## src/rtl/spi_slv_chain_pkg.sv

```systemverilog
// Shared types and constants for the SPI daisy-chain slave.
// Holds the FSM state enum, CRC-8 constants and the parameter limits.
package spi_slv_chain_pkg;

    typedef enum logic [1:0] {
        ST_IDLE,
        ST_SHIFT,
        ST_COMMIT
    } state_t;

    localparam logic [7:0] CRC8_POLY = 8'h07;
    localparam logic [7:0] CRC8_INIT = 8'h00;
    localparam int         CRC_BITS  = 8;

    localparam int NCH_MIN = 1;
    localparam int NCH_MAX = 16;
    localparam int DW_MIN  = 8;
    localparam int DW_MAX  = 128;

    // One MSB-first step of the serial CRC-8.
    function automatic logic [7:0] crc8_step(input logic [7:0] crc, input logic bit_in);
        return {crc[6:0], 1'b0} ^ ((crc[7] ^ bit_in) ? CRC8_POLY : 8'h00);
    endfunction

endpackage

```

## src/rtl/spi_slv_chain_sync.sv

```systemverilog
// spi_sync_edge: STG-deep synchroniser with rise/fall pulses on the
// synchronised level; one mclk-wide pulse per detected edge.
module spi_sync_edge #(
    parameter int STG = 2
) (
    input  logic mclk,
    input  logic rst,
    input  logic din,
    output logic rise,
    output logic fall
);

    logic [STG-1:0] stg_q;
    logic           prev_q;

    always_ff @(posedge mclk or posedge rst) begin
        if (rst) begin
            stg_q  <= '0;
            prev_q <= 1'b0;
        end else begin
            // NOTE: non-blocking so each stage takes its neighbour's pre-edge value.
            stg_q  <= {stg_q[STG-2:0], din};
            prev_q <= stg_q[STG-1];
        end
    end

    assign rise = stg_q[STG-1] & ~prev_q;
    assign fall = ~stg_q[STG-1] & prev_q;

endmodule

```

## src/rtl/spi_slv_chain.sv

```systemverilog
// spi_slv_chain: SPI mode-0 daisy-chain slave committing whole DW-bit words
// to NCH channels on cs_n rise. Define SPI_SLV_CHAIN_CRC_EN for a CRC-8 trailer.
module spi_slv_chain
    import spi_slv_chain_pkg::*;
#(
    parameter int NCH      = 4,
    parameter int DW       = 64,
    parameter int SYNC_STG = 2
) (
    input  logic                mclk,
    input  logic                rst,
    input  logic                scl,
    input  logic                cs_n,
    input  logic                mosi,
    output logic                miso,
    output logic [NCH*DW-1:0]   wdao,
    output logic [NCH-1:0]      wvld,
    output logic                frm_err,
    output logic                crc_err,
    output logic                busy
);

    localparam int CHW     = NCH * DW;
    // Saturating just past the longest legal frame keeps overlong frames illegal.
    localparam int CNT_MAX = CHW + 9;
    localparam int CNTW    = $clog2(CNT_MAX + 1);
    localparam int KW      = $clog2(NCH_MAX + 1);

    state_t              state, state_n;
    logic                scl_rise, scl_fall, cs_rise, cs_fall;
    logic [SYNC_STG-1:0] mosi_stg;
    logic                mosi_s;
    logic [CHW-1:0]      chain;
    logic [CNTW-1:0]     cnt;
    logic [CNTW-1:0]     pay_len;
    logic [KW-1:0]       k_words;
    logic                shift_en, chain_en, chain_bit, crc_ok;

    spi_sync_edge #(.STG(SYNC_STG)) u_scl_sync (
        .mclk(mclk), .rst(rst), .din(scl), .rise(scl_rise), .fall(scl_fall)
    );

    spi_sync_edge #(.STG(SYNC_STG)) u_cs_sync (
        .mclk(mclk), .rst(rst), .din(cs_n), .rise(cs_rise), .fall(cs_fall)
    );

    always_ff @(posedge mclk or posedge rst) begin
        if (rst) mosi_stg <= '0;
        else     mosi_stg <= {mosi_stg[SYNC_STG-2:0], mosi};
    end
    assign mosi_s = mosi_stg[SYNC_STG-1];

    // A cs_n rise wins over an scl edge seen in the same cycle.
    assign shift_en = (state == ST_SHIFT) && scl_rise && !cs_rise;
    assign busy     = (state != ST_IDLE);

    always_comb begin
        // NOTE: default first so every path assigns state_n and no latch is inferred.
        state_n = state;
        case (state)
            ST_IDLE:  if (cs_fall) state_n = ST_SHIFT;
            ST_SHIFT: if (cs_rise) state_n = ST_COMMIT;
            default:  state_n = ST_IDLE;
        endcase
    end

`ifdef SPI_SLV_CHAIN_CRC_EN
    // Incoming bits wait 8 shifts in hold_q, so the trailing CRC never reaches the chain.
    logic [7:0] hold_q, crc_q;

    assign chain_en  = shift_en && (cnt >= CNTW'(CRC_BITS));
    assign chain_bit = hold_q[7];
    assign pay_len   = (cnt >= CNTW'(CRC_BITS)) ? cnt - CNTW'(CRC_BITS) : '0;
    assign crc_ok    = (crc_q == hold_q);

    always_ff @(posedge mclk or posedge rst) begin
        if (rst) begin
            hold_q  <= '0;
            crc_q   <= CRC8_INIT;
            crc_err <= 1'b0;
        end else begin
            if (state == ST_IDLE && cs_fall) crc_q <= CRC8_INIT;
            else if (chain_en)               crc_q <= crc8_step(crc_q, hold_q[7]);
            if (shift_en) hold_q <= {hold_q[6:0], mosi_s};
            crc_err <= (state == ST_COMMIT) && (cnt != '0) && (k_words != '0) && !crc_ok;
        end
    end
`else
    assign chain_en  = shift_en;
    assign chain_bit = mosi_s;
    assign pay_len   = cnt;
    assign crc_ok    = 1'b1;
    assign crc_err   = 1'b0;
`endif

    always_comb begin
        k_words = '0;
        for (int k = 1; k <= NCH; k++)
            if (pay_len == CNTW'(k * DW)) k_words = KW'(k);
    end

    always_ff @(posedge mclk or posedge rst) begin
        if (rst) begin
            state <= ST_IDLE;
            // NOTE: chain is a flop shift register, not a RAM, so it is reset like any flop.
            chain <= '0;
            cnt   <= '0;
            miso  <= 1'b0;
        end else begin
            state <= state_n;
            if (state == ST_IDLE && cs_fall)
                cnt <= '0;
            else if (shift_en && cnt != CNTW'(CNT_MAX))
                cnt <= cnt + CNTW'(1);
            if (chain_en) chain <= {chain[CHW-2:0], chain_bit};
            // The chain MSB is primed at frame start so it is valid before the first scl rise.
            if (state == ST_SHIFT && !cs_rise) begin
                if (scl_fall) miso <= chain[CHW-1];
            end else if (state == ST_IDLE && cs_fall) begin
                miso <= chain[CHW-1];
            end else begin
                miso <= 1'b0;
            end
        end
    end

    always_ff @(posedge mclk or posedge rst) begin
        if (rst) begin
            wdao    <= '0;
            wvld    <= '0;
            frm_err <= 1'b0;
        end else begin
            wvld    <= '0;
            frm_err <= 1'b0;
            if (state == ST_COMMIT && cnt != '0) begin
                if (k_words == '0) begin
                    frm_err <= 1'b1;
                end else if (crc_ok) begin
                    for (int j = 0; j < NCH; j++) begin
                        if (KW'(j) < k_words) begin
                            wdao[j*DW +: DW] <= chain[j*DW +: DW];
                            wvld[j]          <= 1'b1;
                        end
                    end
                end
            end
        end
    end

endmodule

```

## config.mk

```make
export PLATFORM = sky130hd
export DESIGN_NAME = spi_slv_chain
export DESIGN_NICKNAME = d
export VERILOG_FILES = /design/src/rtl/spi_slv_chain_pkg.sv /design/src/rtl/spi_slv_chain_sync.sv /design/src/rtl/spi_slv_chain.sv
export SDC_FILE = /design/constraint.sdc
export NUM_CORES = 1
export LEC_CHECK = 0
export BUFFER_PORTS_ARGS = -buffer_cell sky130_fd_sc_hd__buf_2
export CAP_MARGIN = 20
export CORE_AREA = 2 2 194 196
export DETAILED_ROUTE_END_ITERATION = 16
export DIE_AREA = 0 0 196 198
export GPL_TIMING_DRIVEN = 0
export PLACE_DENSITY = 0.77
export SLEW_MARGIN = 20
export SYNTH_ARGS = -nofsm -noshare
export SYNTH_HDL_FRONTEND = slang
export SYNTH_HIERARCHICAL = 1
export SYNTH_SLANG_ARGS = --single-unit
```

## constraint.sdc

```tcl
create_clock -name mclk -period 22.2 [get_ports mclk]
set_input_delay 3.33 -clock mclk [delete_from_list [all_inputs] [get_ports mclk]]
set_output_delay 3.33 -clock mclk [all_outputs]
set_load 0.01 [all_outputs]
```

==> impl_metrics.tcl <==
set metrics [dict create \
    status "complete, no violations" \
    power.leakage_uw 0.0144 \
    yosysMostFrequentCell "nand2_1" \
    grt_max_degree 113 \
    cpMaxStageDelayCell "dfrtp_1" \
    arrival_ps 1500 \
    htree_levels 2 \
    coreArea_mm2 0.0370 \
    maxCapViolCount 0 \
    post-route-min-period_ps 4830 \
    grt_pass1_vias 13300 \
    numCtsBuffers 53 \
    r2r_slack_ps 19870 \
    yosys_register_bits 537 \
    synth_edf_count 0 \
    synth-seq-area-share 0.651 \
    path_cells "or2_2, buf_2" \
    finalHoldViolations 0 \
    min_to "mosi_stg[1]" \
    r2r_end "chain[128]" \
    cts_tree "yes" \
    worstHoldStart "mosi_stg[0]" \
    relSlewSlack 0.472 \
    ioPinCount 269 \
    grt_pass1_wl_um 68100 \
    netlist_top_cells_count "nand2_1 (774), dfrtp_1 (537), mux2_2 (110)" \
    die_area_mm2 0.0388 \
    syn_to_final_growth_pct 18.3 \
    synth.distinct_cells 41 \
    clk_latency_ps 600 \
    io_buffers 267 \
    fin_skew_ps 30.3 \
    worst_slew_pin_slew_ps 792 \
    synthCells 1726 \
    layout-drive-gt1-share 0.296 \
    die_w_um 196 \
    async_flop_share 1.00 \
    crit-reg2reg-launch "u_cs_sync/stg_q[1]" \
    synth.avg_cell_area_um2 12.0 \
    drc 0 \
    num-fill-cells 2716 \
    globalRoute.totalOverflow 0 \
    vias 13000 \
    dp_cells 2471 \
    wl_per_cell_um 16.4 \
    rows 71 \
    cts_sinks 537 \
    place.gp.congestion 0.805 \
    power.density_mw_per_mm2 79.5 \
    crit_path_end_kind "output port" \
    cts_hold_buf 0 \
    hp-class "reg -> reg" \
    regArea_mm2 0.0134 \
    diodes 0 \
    multiInputGateArea_mm2 0.00662 \
    fin_cells 2567 \
    nNetsFinal 2060 \
    grt_use_total 0.220 \
    dp_hpwl_um 28300 \
    synth.largest_area_cell "dfrtp_1" \
    crit_path_max_incr_delay_ps 440 \
    ys.warnings.count 6 \
    antenna_found_initial 0 \
    finalCritPeriodShare 0.217 \
    ant_nets 0 \
    clk_pin_slew_ps 60 \
    hold_depth 0 \
    cts_setup_buffers 0 \
    synth_area_leaders "dfrtp_1 (65%), nand2_1 (14%), mux2_4 (7.1%)" \
    max_freq_ghz 0.207 \
    r2r_cells 7 \
    crit_fanout 9 \
    die_h_um 198 \
    synth_top_area_frac 0.651 \
    clockBufferDepth 3 \
    rsz0062_at_grt "no" \
    setup_viol 0 \
    fin_setup_tns_ps 0 \
    cts-root-buf "clkbuf_16" \
    worstSetupPathType "reg -> out" \
    maxSlewViolCount 0 \
    synthFlopType "dfrtp_1" \
    wirelength_um 42000 \
    syn-num-nets 1734 \
    dr.first_iter.drc_count 653 \
    ir_worst_vdd_v 0.0000689 \
    routed_via_density 5.07 \
    critPathRequiredTime_ps 18870 \
    start_util 0.558 \
    synth_area_mm2 0.0206 \
    cts_resized 0 \
    cp-start-kind "flop" \
    first_pass_iters 5 \
]
[cell usage in the layout, fill, tap and decap left out, types with 3 or more instances in the layout]
master,Yosys,layout
buf_4,5,5
nand2_1,774,774
clkbuf_8,0,11
inv_1,10,9
mux2_4,98,98
a21oi_1,4,4
buf_6,21,21
nor2b_1,3,3
dfrtp_1,537,537
ha_1,3,3
o21ai_0,4,4
mux2i_1,5,5
nand3_1,3,3
buf_2,22,289
mux2_2,110,110
clkinv_2,0,12
buf_1,9,9
clkbuf_1,32,44
mux2_1,49,49
buf_16,0,4
nor3b_1,3,3
clkbuf_16,0,55
[final cells by class]
| type | count | share of cell area |
|---|---|---|
| plain buffers | 89 | 0.0220 |
| clock buffers | 78 | 0.0644 |
| clock inverters | 18 | 0.00661 |
| inverters | 10 | 0.00184 |
| multi-input cells | 1090 | 0.271 |
| flip-flops and latches | 537 | 0.550 |
| well taps | 474 | 0.0243 |
| repair buffers | 271 | 0.0592 |
[registers in the layout, indices dropped and copies added (netlist names)]
register,flops
miso,1
state,2
u_cs_sync/stg_q,2
u_scl_sync/prev_q,1
frm_err,1
u_cs_sync/prev_q,1
wdao,256
mosi_stg,2
u_scl_sync/stg_q,2
wvld,4
cnt,9
chain,256
[worst max-delay path, delay by kind of cell (launching register included)]
family	cells	cell delay, ps
DFF	1	440
and+or+nand+nor	1	310
buffers and inverters	1	150
[kinds of logic (layout without fill, tap and decap cells)]
family / Yosys count / after routing / synth area share
multiplexers: 262 / 262 / 0.161
other: 1 / 1 / 0.000182
buffers and inverters: 99 / 466 / 0.0279
flip-flops: 537 / 537 / 0.651
AND/OR/NAND/NOR: 810 / 810 / 0.154
AO/OA/AOI/OAI: 14 / 14 / 0.00443
adder cells (fa/ha/maj): 3 / 3 / 0.00182
[per-stage QoR]
step                power, µW  worst slack (ps)  hold slack, ps  instance area, µm²   util
floorplan                1050              4030             331               20600      -
global placement         1070              -756             338               22600  0.611
detailed placement       1080             17110             343               22700  0.614
CTS                      1960             17330             356               24400  0.661
global route             2010             17310             359               24400  0.661
finish                   1940             17370             353               24400  0.661
[report_power, final]
group	total (µW)	internal (µW)	switching, µW	leakage (µW)
combinational	64.1	14.3	49.8	0.00606
clock	884	514	370	0.000862
sequential	994	986	7.42	0.00748
total	1940	1510	427	0.0144
[metal layers]
| layer | share of wire | global-route usage |
|---|---|---|
| met1 | 0.43 | 0.285 |
| met2 | 0.47 | 0.364 |
| met3 | 0.067 | 0.0577 |
| met4 | 0.028 | 0.0763 |
| met5 | 0 | 0 |
[worst max path at each step]
stage	startpoint	end	slack, ps
after floorplan	rst	chain[0]	4030
after global placement	rst	wdao[40]	-760
final	state[0]	busy	17370
after global routing	state[0]	busy	17310
after CTS	state[0]	busy	17330
after detailed placement	rst	wdao[46]	17110
Note: power is estimated with default switching activity, not from simulation.
